### config.mk
export PLATFORM = sky130hd
export DESIGN_NAME = seq_right_shifter
export DESIGN_NICKNAME = d
export VERILOG_FILES = /design/src/rtl/seq_right_shifter.sv
export SDC_FILE = /design/constraint.sdc
export NUM_CORES = 1
export LEC_CHECK = 0
export CAP_MARGIN = 10
export CELL_PAD_IN_SITES_DETAIL_PLACEMENT = 1
export CELL_PAD_IN_SITES_GLOBAL_PLACEMENT = 2
export CORE_MARGIN = 4
export CORE_UTILIZATION = 30
export DETAILED_ROUTE_END_ITERATION = 7
export PLACE_DENSITY = 0.79
export SETUP_SLACK_MARGIN = 0.15
export SLEW_MARGIN = 40
export SYNTH_ARGS = -nofsm -noshare
export SYNTH_HDL_FRONTEND = slang
export SYNTH_SLANG_ARGS = --single-unit
export TNS_END_PERCENT = 5
### constraint.sdc
create_clock -name CLK -period 2.6 [get_ports CLK]
set_clock_uncertainty 0.15 [all_clocks]
set_input_delay 0.78 -clock CLK [delete_from_list [all_inputs] [get_ports CLK]]
set_output_delay 0.78 -clock CLK [all_outputs]
set_load 0.03 [all_outputs]
### src/rtl/seq_right_shifter.sv
// Iterative right shifter: logical, arithmetic or rotate right, one bit per clock,
// with a START/BUSY/DONE handshake. OUTPUT is a register loaded only on entry to FIN.
module seq_right_shifter #(
  parameter int WIDTH = 8,
  parameter int CNT_W = 4
) (
  input  logic             CLK,
  input  logic             RESET,
  input  logic             START,
  input  logic [WIDTH-1:0] DATA1,
  input  logic [WIDTH-1:0] DATA2,
  input  logic [1:0]       MODE,
  output logic [WIDTH-1:0] OUTPUT,
  output logic             BUSY,
  output logic             DONE
);

  // state | meaning
  // IDLE  | waiting for START; OUTPUT holds the previous result
  // SHIFT | one right shift per clock until the counter reaches zero
  // FIN   | DONE pulse, OUTPUT valid; always returns to IDLE

  localparam int AMT_W = $clog2(WIDTH);

  typedef enum logic [1:0] {IDLE, SHIFT, FIN} state_t;

  state_t             state;
  logic [WIDTH-1:0]   work;
  logic [1:0]         mode_q;
  logic [CNT_W-1:0]   cnt;

  logic               ovf;
  logic [CNT_W-1:0]   amt_eff;
  logic               fill;
  logic [WIDTH-1:0]   work_nxt;
  logic               unused_dir;

  // Top bit of DATA2 carries the already-decoded direction and is not needed here.
  assign unused_dir = DATA2[WIDTH-1];

  // Rotation wraps, so only the low amount bits matter; other modes saturate.
  always_comb begin
    ovf     = |DATA2[WIDTH-2:AMT_W];
    amt_eff = CNT_W'(DATA2[AMT_W-1:0]);
    if ((MODE != 2'b10) && ovf)
      amt_eff = CNT_W'(WIDTH);
  end

  always_comb begin
    fill = 1'b0;
    case (mode_q)
      2'b01:   fill = work[WIDTH-1];
      2'b10:   fill = work[0];
      default: fill = 1'b0;
    endcase
    work_nxt = {fill, work[WIDTH-1:1]};
  end

  always_ff @(posedge CLK or negedge RESET) begin
    if (!RESET) begin
      state  <= IDLE;
      work   <= '0;
      mode_q <= 2'b00;
      cnt    <= '0;
      OUTPUT <= '0;
      BUSY   <= 1'b0;
      DONE   <= 1'b0;
    end else begin
      case (state)
        IDLE: begin
          DONE <= 1'b0;
          if (START) begin
            work   <= DATA1;
            mode_q <= MODE;
            cnt    <= amt_eff;
            BUSY   <= 1'b1;
            if (amt_eff == '0) begin
              OUTPUT <= DATA1;
              DONE   <= 1'b1;
              state  <= FIN;
            end else begin
              state <= SHIFT;
            end
          end
        end
        SHIFT: begin
          work <= work_nxt;
          cnt  <= cnt - 1'b1;
          if (cnt == CNT_W'(1)) begin
            OUTPUT <= work_nxt;
            DONE   <= 1'b1;
            state  <= FIN;
          end
        end
        FIN: begin
          DONE  <= 1'b0;
          BUSY  <= 1'b0;
          state <= IDLE;
        end
        default: begin
          DONE  <= 1'b0;
          BUSY  <= 1'b0;
          state <= IDLE;
        end
      endcase
    end
  end

endmodule

# [Yosys cells after proc, flatten, opt, wreduce, memory -nomap -nowiden]
# Cells that the tools add are included.
[word_totals] reg_bits=26 input_bits=21 out_inout_bits=10 word_cells=47
[classes] add_sub_neg=1 n_eq_ne=8 muxes=20 bitwise_logic=1 reduce_logical=10
[ops] op="2-to-1 mux 8 bit" n=4
[ops] op="one-hot mux 8 bit (2 select lines)" n=2
[ops] op="2-to-1 mux 4 bit" n=2
[ops] op="inequality test 2 bit, second input constant" n=4
[ops] op="one-hot mux 4 bit (2 select lines)" n=1
[ops] op="AND reduction 2 bit" n=4
[ops] op="2-to-1 mux 2 bit" n=3
[ops] op="one-hot mux 1 bit (2 select lines)" n=3
[ops] op="equality test 2 x 1 -> 1 bit, second input constant" n=2
[ops] op="equality test 4 x 1 -> 1 bit, second input constant" n=1
[ops] op="logical NOT 4 bit" n=1
[ops] op="2-to-1 mux 1 bit" n=4
[ops] op="one-hot mux 2 bit (2 select lines)" n=1
[ops] op="AND reduction 4 bit" n=1
[ops] op="OR reduction 4 bit" n=1
[ops] op="subtractor 4 x 1 -> 4 bit, second input constant" n=1
[ops] op="equality test 2 bit, second input constant" n=1
[ops] op="logical NOT 2 bit" n=1
[ops] op="nonzero test 2 bit" n=1
[ops] op="logical AND 1 bit" n=1
[ops] op="inverter 1 bit" n=1

# [Longest topological paths before layout]
[depth] ltp_word=7 ltp_mapped=7 ltp_nobuf=6

# [Least setup slack after synthesis]
# Ideal clock, no wire load.
[synth_timing] path_type="input to register" startpoint="input DATA2[4]" endpoint="register OUTPUT[0]" setup_ns=0.125 arrival_ns=1.998 slack_ns=0.327 path_stages=4 path_buffers=0 cell_sequence="nor4_1 a21oi_1 o31ai_4 mux2_2"
[synth_between] elab_chain_cells=6
[synth_rtl] element="start, declared" line_no="11" rtl="input logic [WIDTH-1:0] DATA2,"
[synth_rtl] element="OR reduction 4 bit" line_no="43" rtl="ovf = |DATA2[WIDTH-2:AMT_W];"
[synth_rtl] element="logical AND 1 bit" line_no="45" rtl="if ((MODE != 2'b10) && ovf)"
[synth_rtl] element="2-to-1 mux 4 bit" line_no="45"
[synth_rtl] element="logical NOT 4 bit" line_no="77" rtl="if (amt_eff == '0) begin"
[synth_rtl] element="inequality test 2 bit (no source line)"
[synth_rtl] element="AND reduction 4 bit (no source line)"
[synth_rtl] element="end signal, assigned" line_no="90" rtl="OUTPUT <= work_nxt;"
[synth_rtl] element="end, declared" line_no="13" rtl="output logic [WIDTH-1:0] OUTPUT,"
# Every way passes these cells.
# A chain may end at the register's enable or synchronous reset.

# [Worst setup path after layout]
[layout_timing] startpoint="input DATA2[2]" endpoint="register OUTPUT[5]"
[layout_between] elab_chain_cells=4
[layout_rtl] element="2-to-1 mux 4 bit" line_no="45"
[layout_rtl] element="logical NOT 4 bit" line_no="77"
[layout_rtl] element="inequality test 2 bit (no source line)"
[layout_rtl] element="AND reduction 4 bit (no source line)"
# Every way passes these cells.

==> flow_summary_export.csv <==
group,metric,value,unit
worst_setup_path,crit_arrival,2.42,ns
routing,dr.pass1.iters,4,
timing,setup_ws,0.191,ns
placed_design,hpwlAfterDp,2.87,mm
power,power,2.03,mW
power,power_density,1110,nW/um^2
hold_path,hp-class,"reg -> reg",
clocking,cts_tree,"yes",
global_routing,grt_use_total,0.148,
logic_synthesis,synth_top_area_frac,0.483,
worst_setup_path,crit_buf_inv,2,
worst_setup_path,r2r_slack,0.49,ns
placed_design,port_buffers,29,
cells_and_area,final_nets,207,
logic_synthesis,syn_nets,167,
routing,vias_per_cell,5.20,
logic_synthesis,synth_largest_area_cell,"dfrtp_1",
routing,num_vias,1211,
logic_synthesis,synth_cell_types,31,
global_routing,grt_first_pass_wirelength,6.42,mm
placed_design,placed_area,1760,um^2
logic_synthesis,synth_commonest_cells,"dfrtp_1, nand2_1, o22ai_1, a21oi_1, inv_1",
routing,routed_wirelength,3.75,mm
worst_setup_path,cp_max_fo,9,
power,max-vdd-ir-drop,0.394,mV
timing,max-slew-margin-rel,0.675,
logic_synthesis,ys.flop_type,"dfrtp_1",
timing,max_freq,415,MHz
timing,fin_crit_sh,0.926,
clocking,cts_made_buffers,3,
logic_synthesis,synthArstFlopShare,1.00,
worst_setup_path,cp.required,2.61,ns
floorplan,ios,31,
clocking,ctsHoldBuffers,0,
worst_setup_path,r2r_cells,7,
global_routing,grt_pass1_vias,1294,
status,status,"completed",
cells_and_area,fillCellCount,507,
worst_setup_path,end_kind,"flip-flop",
clocking,cts-root-buf,"clkbuf_8",
clocking,htree_levels,1,
cells_and_area,final_core_utilization,0.420,
worst_setup_path,critPathKind,"in -> reg",
global_routing,overflow,0,
global_routing,antenna_found_initial,0,
cells_and_area,insertedDiodeCount,0,
worst_setup_path,crit_path_top_delay_cell,"clkdlybuf4s50_1",
cells_and_area,seqCellArea,651,um^2
floorplan,die-area,5620,um^2
power,p_leak,0.781,nW
logic_synthesis,yosysWarnings,0,
clocking,clk_latency,0.27,ns
logic_synthesis,ys_seq_elements,26,
floorplan,dieHeight,75.0,um
logic_synthesis,synth_edf_count,0,
cells_and_area,area_growth,36.0,%
clocking,cts.sinks,26,
logic_synthesis,synthTopCellsByArea,"dfrtp_1, o22ai_1, nand2_1, mux2_2, a21oi_1",
routing,drc,0,
placed_design,gp_congestion,0.761,
cells_and_area,multi_input_area,629,um^2
timing,tns,0,ns
routing,antenna_left,0,
worst_setup_path,cp-start-kind,"input pin",
timing,hold_viol_final,0,
timing,min_period,2.41,ns
placed_design,dpl.cell_count,228,
timing,grt_setup_unrepaired,"no",
global_routing,grt_max_degree,27,
worst_setup_path,critPathMaxStageDelay,0.42,ns
timing,timing.hold.ws,0.365,ns
logic_synthesis,synth_area_per_cell,9.48,um^2
cells_and_area,layout-drive-gt1-share,0.155,
floorplan,initial_utilization,0.309,
worst_setup_path,path_cells,"clkdlybuf4s50_1 > or3_4 > o31ai_4 > buf_12 > mux2_2",
clocking,clock_path_buffers,2,
floorplan,rows,24,
worst_setup_path,cp_top_family,"buffers and inverters",
logic_synthesis,syn-cell-area,1350,um^2
cells_and_area,final_area,1830,um^2
routing,post_drt_wl_per_cell,16.1,um
cells_and_area,fin_cells,233,
routing,drtIter0Drc,59,
hold_path,hold_depth,1,
floorplan,die_w,75.0,um
clocking,clk_pin_slew_worst_paths,0.09,ns
logic_synthesis,synthesis.instances,142,
floorplan,coreArea,4350,um^2
logic_synthesis,synth_seq_area_share,0.483,
placed_design,place_ws,-0.102,ns
timing,slew_viol_final,0,
timing,worst_slew_pin_slew,0.487,ns
worst_setup_path,crit_cells,5,
timing,finalSetupViolations,0,
flow_run,cap_violations,0,
-- layer usage --
metal	track usage	vias to the layer above	part of all wire
li1	-	584	-
met1	0.195	613	0.44
met2	0.263	12	0.54
met3	0.0174	2	0.017
met4	0.0296	0	0.0037
met5	0	-	0
-- power breakdown --
group          internal, mW  switching [mW]
Sequential            0.587           0.170
Clock                 0.135           0.133
Combinational         0.462           0.538
-- flip-flops by register name, summed over array words and instances (netlist names) --
register,cells
OUTPUT,8
state,2
DONE,1
cnt,4
BUSY,1
work,8
mode_q,2
-- cell usage in the layout, fill, tap and decap left out, types with 2 or more instances in the layout --
cell type and instances:
a21oi_1 12, nand2_1 26, nand2b_1 2, clkbuf_8 4, mux2_2 8, nor2b_1 2
buf_4 10, clkinv_1 2, nor3_1 2, nor2_1 4, ha_1 4, o21ai_0 6
dfrtp_1 26, inv_1 10, nor3b_1 2, o22ai_1 16, clkdlybuf4s50_1 29
-- final timing paths --
| path | end | start |
|---|---|---|
| max | OUTPUT[5]$_DFFE_PN0P_ | DATA2[2] |
| min | OUTPUT[2]$_DFFE_PN0P_ | OUTPUT[2]$_DFFE_PN0P_ |
| max reg2reg | OUTPUT[5]$_DFFE_PN0P_ | cnt[1]$_DFFE_PN0P_ |
| min reg2reg | OUTPUT[2]$_DFFE_PN0P_ | OUTPUT[2]$_DFFE_PN0P_ |
| max in group asynchronous | OUTPUT[1]$_DFFE_PN0P_ | RESET |
| min in group asynchronous | OUTPUT[2]$_DFFE_PN0P_ | RESET |
-- cells by family (layout without fill, tap and decap cells) --
family                     after synthesis  in the layout  share of synthesized area
and+or+nand+nor                         44             44                      0.149
buffers and inverters                   17             56                     0.0530
AOI/OAI and AO/OA                       42             42                      0.204
adders and majority gates                4              4                     0.0372
muxes                                    9              9                     0.0744
DFF                                     26             26                      0.483
-- cell type report --
class / count / share of cell area
multi-input cells: 99 / 0.344
inverters: 12 / 0.0246
flip-flops and latches: 26 / 0.355
repair buffers: 40 / 0.211
clock buffers: 4 / 0.0301
well taps: 52 / 0.0355
-- repair_timing --
item                       CTS  global route
resized for setup            0             1
setup endpoints to repair    0             3
setup buffers                0             1
(Power assumes the default switching activity.)
